--- src/rtl/audio_frame_pkg.sv ---
// audio_frame_pkg: shared write-FSM and bank-status types plus the frame-length helper
package audio_frame_pkg;
  typedef enum logic [1:0] {W_IDLE, W_FILL, W_WAIT} w_state_t;
  typedef enum logic [1:0] {EMPTY, FILLING, FULL} bank_status_t;
  function automatic int frame_len(input int addr_width);
    return 1 << (addr_width - 1);
  endfunction
  localparam int FRAME_LEN = frame_len(10);
endpackage

--- src/rtl/audio_frame_pingpong_wr_if.sv ---
// audio_frame_pingpong_wr_if: sample stream in (in_*, flush), RAM port A out (ram_a_*), frame handoff (frm_*); slave = writer, master = producer/consumer side
interface audio_frame_pingpong_wr_if #(
  parameter int ADDR_WIDTH   = 10,
  parameter int DATA_WIDTH   = 18,
  parameter int SAMPLE_WIDTH = 16
);
  logic [SAMPLE_WIDTH-1:0] in_data;
  logic                    in_valid;
  logic                    in_ready;
  logic                    flush;
  logic [ADDR_WIDTH-1:0]   ram_a_addr;
  logic [DATA_WIDTH-1:0]   ram_a_wr_data;
  logic                    ram_a_wr_en;
  logic                    frm_valid;
  logic                    frm_bank;
  logic                    frm_done;
  modport master (
    output in_data, in_valid, flush, frm_done,
    input  in_ready, ram_a_addr, ram_a_wr_data, ram_a_wr_en, frm_valid, frm_bank
  );
  modport slave (
    input  in_data, in_valid, flush, frm_done,
    output in_ready, ram_a_addr, ram_a_wr_data, ram_a_wr_en, frm_valid, frm_bank
  );
endinterface

--- src/rtl/pingpong_bank_tracker.sv ---
// pingpong_bank_tracker: per-bank status, in-order presentation (rd_bank, frm_valid), set_full/set_bank marks a bank FULL, release_bank frees the presented one
module pingpong_bank_tracker
  import audio_frame_pkg::*;
(
  input  logic       clk,
  input  logic       rst_n,
  input  logic       set_full,
  input  logic       set_bank,
  input  logic       release_bank,
  output logic [1:0] full,
  output logic       rd_bank,
  output logic       frm_valid
);
  bank_status_t st [2];
  bank_status_t st_n [2];
  logic rd_n;
  always_comb begin
    st_n = st;
    rd_n = rd_bank;
    if (set_full) st_n[set_bank] = FULL;
    if (release_bank && frm_valid) begin
      st_n[rd_bank] = EMPTY;
      rd_n = ~rd_bank;
    end
  end
  always_ff @(posedge clk or negedge rst_n)
    if (!rst_n) begin
      st        <= '{EMPTY, EMPTY};
      rd_bank   <= 1'b0;
      frm_valid <= 1'b0;
    end else begin
      st        <= st_n;
      rd_bank   <= rd_n;
      frm_valid <= st_n[rd_n] == FULL;
    end
  assign full = {st[1] == FULL, st[0] == FULL};
endmodule

--- src/rtl/audio_frame_pingpong_wr.sv ---
// audio_frame_pingpong_wr: ping-pong frame writer; clk/rst_n plus bus (slave): stream in -> RAM port A banks, full banks handed out on frm_valid/frm_bank, freed by frm_done
module audio_frame_pingpong_wr
  import audio_frame_pkg::*;
#(
  parameter int ADDR_WIDTH   = 10,
  parameter int DATA_WIDTH   = 18,
  parameter int SAMPLE_WIDTH = 16
) (
  input logic clk,
  input logic rst_n,
  audio_frame_pingpong_wr_if.slave bus
);
  localparam int PW = ADDR_WIDTH - 1;
  w_state_t      state;
  logic [PW-1:0] wr_ptr;
  logic          wr_bank;
  logic          wr_last;
  logic          accept;
  logic          wrap;
  logic [1:0]    full;
  assign bus.in_ready = state == W_FILL && !bus.flush;
  assign accept = bus.in_valid && bus.in_ready;
  assign wrap = accept && wr_ptr == PW'(frame_len(ADDR_WIDTH) - 1);
  always_ff @(posedge clk or negedge rst_n)
    if (!rst_n) begin
      state             <= W_IDLE;
      wr_ptr            <= '0;
      wr_bank           <= 1'b0;
      wr_last           <= 1'b0;
      bus.ram_a_addr    <= '0;
      bus.ram_a_wr_data <= '0;
      bus.ram_a_wr_en   <= 1'b0;
    end else begin
      bus.ram_a_wr_en <= accept;
      wr_last         <= wrap;
      if (accept) begin
        bus.ram_a_addr    <= {wr_bank, wr_ptr};
        bus.ram_a_wr_data <= DATA_WIDTH'($signed(bus.in_data[SAMPLE_WIDTH-1:0]));
      end
      wr_ptr <= bus.flush ? '0 : wr_ptr + PW'(accept);
      if (wrap) wr_bank <= ~wr_bank;
      case (state)
        W_IDLE:  state <= W_FILL;
        W_FILL:  if (wrap && full[~wr_bank]) state <= W_WAIT;
        W_WAIT:  if (!full[wr_bank]) state <= W_FILL;
        default: state <= W_IDLE;
      endcase
    end
  // FULL is marked from wr_last (the cycle the last word is written), so frm_valid never precedes the RAM write
  pingpong_bank_tracker u_tracker (
    .clk          (clk),
    .rst_n        (rst_n),
    .set_full     (wr_last),
    .set_bank     (bus.ram_a_addr[ADDR_WIDTH-1]),
    .release_bank (bus.frm_done),
    .full         (full),
    .rd_bank      (bus.frm_bank),
    .frm_valid    (bus.frm_valid)
  );
endmodule

--- src/flat_wrapper.sv ---
// flat-port wrapper written by rule: the top's interface ports become plain ports
module audio_frame_pingpong_wr_flat import audio_frame_pkg::*;
#(
  parameter int ADDR_WIDTH   = 10,
  parameter int DATA_WIDTH   = 18,
  parameter int SAMPLE_WIDTH = 16
)
  (clk, rst_n, bus_in_data, bus_in_valid, bus_flush, bus_frm_done, bus_in_ready, bus_ram_a_addr, bus_ram_a_wr_data, bus_ram_a_wr_en, bus_frm_valid, bus_frm_bank);
  audio_frame_pingpong_wr_if #(.ADDR_WIDTH(ADDR_WIDTH), .DATA_WIDTH(DATA_WIDTH), .SAMPLE_WIDTH(SAMPLE_WIDTH)) bus_i ();
  input logic clk;
  input logic rst_n;
  input wire logic [$bits(bus_i.in_data)-1:0] bus_in_data;
  input wire logic [$bits(bus_i.in_valid)-1:0] bus_in_valid;
  input wire logic [$bits(bus_i.flush)-1:0] bus_flush;
  input wire logic [$bits(bus_i.frm_done)-1:0] bus_frm_done;
  output wire logic [$bits(bus_i.in_ready)-1:0] bus_in_ready;
  output wire logic [$bits(bus_i.ram_a_addr)-1:0] bus_ram_a_addr;
  output wire logic [$bits(bus_i.ram_a_wr_data)-1:0] bus_ram_a_wr_data;
  output wire logic [$bits(bus_i.ram_a_wr_en)-1:0] bus_ram_a_wr_en;
  output wire logic [$bits(bus_i.frm_valid)-1:0] bus_frm_valid;
  output wire logic [$bits(bus_i.frm_bank)-1:0] bus_frm_bank;
  assign bus_i.in_data = bus_in_data;
  assign bus_i.in_valid = bus_in_valid;
  assign bus_i.flush = bus_flush;
  assign bus_i.frm_done = bus_frm_done;
  assign bus_in_ready = bus_i.in_ready;
  assign bus_ram_a_addr = bus_i.ram_a_addr;
  assign bus_ram_a_wr_data = bus_i.ram_a_wr_data;
  assign bus_ram_a_wr_en = bus_i.ram_a_wr_en;
  assign bus_frm_valid = bus_i.frm_valid;
  assign bus_frm_bank = bus_i.frm_bank;
  audio_frame_pingpong_wr #(.ADDR_WIDTH(ADDR_WIDTH), .DATA_WIDTH(DATA_WIDTH), .SAMPLE_WIDTH(SAMPLE_WIDTH)) u_core (.clk(clk), .rst_n(rst_n), .bus(bus_i));
endmodule
--- config.mk ---
export PLATFORM = sky130hd
export DESIGN_NAME = audio_frame_pingpong_wr_flat
export DESIGN_NICKNAME = d
export VERILOG_FILES = /design/src/rtl/audio_frame_pkg.sv /design/src/rtl/audio_frame_pingpong_wr_if.sv /design/src/rtl/pingpong_bank_tracker.sv /design/src/rtl/audio_frame_pingpong_wr.sv /design/src/flat_wrapper.sv
export SDC_FILE = /design/constraint.sdc
export NUM_CORES = 1
export LEC_CHECK = 0
export BUFFER_PORTS_ARGS = -buffer_cell sky130_fd_sc_hd__buf_4
export CORE_MARGIN = 2
export CORE_UTILIZATION = 55
export CTS_BUF_LIST = sky130_fd_sc_hd__clkbuf_4
export CTS_CLUSTER_SIZE = 40
export DETAILED_ROUTE_END_ITERATION = 6
export PLACE_DENSITY_LB_ADDON = 0.05
export SETUP_SLACK_MARGIN = 0.5
export SYNTH_ARGS = -nofsm -noshare
export SYNTH_HDL_FRONTEND = slang
export SYNTH_SLANG_ARGS = --single-unit
--- constraint.sdc ---
create_clock -name clk -period 6.3 [get_ports clk]
set_input_delay 0.315 -clock clk [delete_from_list [all_inputs] [get_ports clk]]
set_output_delay 0.315 -clock clk [all_outputs]
set_load 0.005 [all_outputs]
==> flow_summary.ini <==
[status]
run_status = completed

[worst_setup_path]
timing.critical_path.from_type = flop
cp_max_fo = 30
cp-end-kind = flop
reg2reg_depth = 6
timing.critical_path.arrival_ns = 2.62
worst_r2r_startpoint = u_core.state[1]$_DFFE_PN0P_
crit-reg2reg-capture = u_core.wr_ptr[8]$_DFF_PN0_
critical_path_required_ns = 6.58
critPathKind = flop to flop
rrSetupSlack_ns = 3.97
worst_setup_path_startpoint = u_core.state[1]$_DFFE_PN0P_

[power]
power.leakage_nw = 1.23
max-vdd-ir-drop_mv = 0.163
powerDensity_mw_per_mm2 = 232

[yosys]
ys.flop_type = dfrtp_1
ys.warnings.count = 0
synth_async_sr_flop_share_pct = 100
synthesis.area_per_instance_sq_um = 14.3
post_synth_inst_count = 141
synth.lib_cells_used.distinct = 34
synth_seq_area_share_pct = 56.9
synth_enable_flop_cells = 0
syn-num-nets = 164
post_synth_instance_area_sq_mm = 0.00202
postSynthRegisterBits = 46

[placement]
post-dp-hpwl_mm = 2.42
place_inst = 234
gp_routability_congestion = 0.829
numPortBuffers = 52

[global_routing]
grt_pass1_vias = 1255
first_pass_grt_wire_length_mm = 5.90
grt-ovfl-total = 0
initial_antenna_violation_count = 0
grt_max_degree = 47
grt_util_all_layers_pct = 18.7

[cells_and_area]
layout_commonest_cell = buf_4
finalNonFillerCells = 243
nFillCells = 290
final-seq-area_sq_mm = 0.00115
multiInputGateArea_sq_um = 790
final_nets = 217
layout-drive-gt1-share_pct = 46.2
area_growth_pct = 22.8
layout_common_cells = buf_4, dfrtp_1, mux2_4
num_antenna_cells = 0
layout.core_utilization_pct = 68.8

[min_path]
hold_start = bus_frm_done
hold_path_cells = 2
min-delay-path-class = primary input to flop
min_delay_worst_endpoint = u_core.u_tracker.st[1]$_DFF_PN0_

[timing]
max_slew_violation_count = 0
final_setup_violation_count = 0
fin_worst_skew_ns = 0.0134
maxClockFrequency_ghz = 0.429
layout_worst_path_cycle_share_pct = 37.0
setup_tns_ns = 0
final_hold_viol_count = 0
period_needed_ns = 2.33
rsz0062_at_grt = no
relative_slew_slack_pct = 63.0
whs_ns = 0.168
timing_worst_slew_pin_value_ns = 0.555

[route]
vias_per_cell = 5.18
drt-wirelength-per-cell_microns = 14.3
drc_errors = 0
detail_route.first_pass.iterations = 4
detail_route.wirelength_mm = 3.47
detail-route-antenna-nets = 0
route.vias.total = 1258
drtIter0Drc = 56

[floorplan]
ioPinCount = 53
core_area_sq_mm = 0.00361
dieWidth_microns = 64.6
fp-row-count = 22
die_h_microns = 64.6
die_area_sq_mm = 0.00418
initial_core_util_pct = 56.1

[clock_network]
clkTransAtPathRegs_ns = 0.13
cts.sinks = 46
cts_inserted_buffers = 5
cts_setup_buffers = 0
clock_insertion_delay_worst_skew_ns = 0.35
cts.htree.levels = 2
ctsRootBufferMaster = clkbuf_4
tritoncts = built
clockBufferDepth = 2

[job]
drv.max_cap_violation_count = 0
## worst max-delay path, cell delays in order (launching register included)
cell and delay [ns]:
dfrtp_1 0.44, and4bb_4 0.70, ha_1 0.29, ha_1 0.22, nand2_1 0.10, or3_1 0.36
a21oi_1 0.14
## worst max-delay path by stage
stage / to
floorplan: u_core.wr_ptr[8]$_DFF_PN0_
global placement: u_core.wr_ptr[8]$_DFF_PN0_
detailed placement: u_core.wr_ptr[8]$_DFF_PN0_
CTS: u_core.wr_ptr[8]$_DFF_PN0_
global route: u_core.wr_ptr[8]$_DFF_PN0_
finish: u_core.wr_ptr[8]$_DFF_PN0_
## synthesized netlist by cell type, types with 2 or more instances
master | instances | area share [%]
nand2_1 | 5 | 0.93
buf_12 | 2 | 2.0
xor2_1 | 5 | 2.2
o21ai_0 | 2 | 0.50
mux2_4 | 18 | 13
o21a_1 | 2 | 0.74
nor3b_1 | 3 | 1.1
and4_1 | 2 | 0.87
xnor2_1 | 3 | 1.3
nor2_1 | 7 | 1.3
ha_1 | 2 | 1.2
nand4_1 | 4 | 1.2
nor2b_1 | 6 | 1.9
a31oi_1 | 3 | 0.93
dfrtp_1 | 46 | 57
mux2_2 | 8 | 4.5
buf_4 | 3 | 1.1
a21oi_1 | 3 | 0.74
and3_1 | 2 | 0.62
## stage by stage
| stage | power, mW | cell area [sq um] | setup WS [ns] |
|---|---|---|---|
| after floorplan | 0.368 | 2020 | 4.33 |
| after global placement | 0.409 | 2390 | 3.98 |
| after detailed placement | 0.411 | 2390 | 3.90 |
| after CTS | 0.583 | 2480 | 3.96 |
| after global routing | 0.604 | 2480 | 3.83 |
| final | 0.575 | 2480 | 3.97 |
## metal layers
| layer | routed length (microns) | part of all wire (%) | track usage, % | up-vias |
|---|---|---|---|---|
| li1 | - | - | - | 603 |
| met1 | 1530 | 44 | 24.2 | 614 |
| met2 | 1660 | 48 | 29.3 | 35 |
| met3 | 228 | 6.6 | 6.08 | 6 |
| met4 | 49 | 1.4 | 7.18 | 0 |
| met5 | 0 | 0 | 0 | - |
## cell type report
class | count | area share, %
Tap cell | 48 | 2.42
Clock buffer | 5 | 1.51
Timing Repair Buffer | 53 | 16.1
Clock inverter | 3 | 1.61
Inverter | 1 | 0.151
Multi-Input combinational cell | 87 | 31.8
Sequential cell | 46 | 46.4
## power by group
| part | internal, mW | switching [mW] |
|---|---|---|
| Clock | 0.0823 | 0.0880 |
| Combinational | 0.0548 | 0.0266 |
| Sequential | 0.313 | 0.0106 |
| Total | 0.450 | 0.125 |
## logic make-up after synthesis
kind of cell / count (synthesis) / synth area share (%)
simple gates: 37 / 11.1
mux: 26 / 17.8
buf+inv: 8 / 4.02
compound gates: 13 / 4.08
xor+xnor: 9 / 4.83
flops: 46 / 56.9
fa+ha+maj: 2 / 1.24
## registers in the layout, summed over array words and instances, names as in the netlist
register / cells
u_core.u_tracker.rd_bank: 1
u_core.u_tracker.frm_valid: 1
u_core.wr_last: 1
u_core.u_tracker.st: 4
u_core.wr_ptr: 9
u_core.state: 2
u_core.bus.ram_a_wr_data: 16
u_core.bus.ram_a_addr: 10
u_core.bus.ram_a_wr_en: 1
u_core.wr_bank: 1
## repair_timing
item | 4_1_cts | 5_1_grt
resized for setup | 0 | 0
endpoints found under the hold margin | 46 | 0
hold buffers | 1 | 0
No activity file was read; power rests on OpenSTA's default activity.
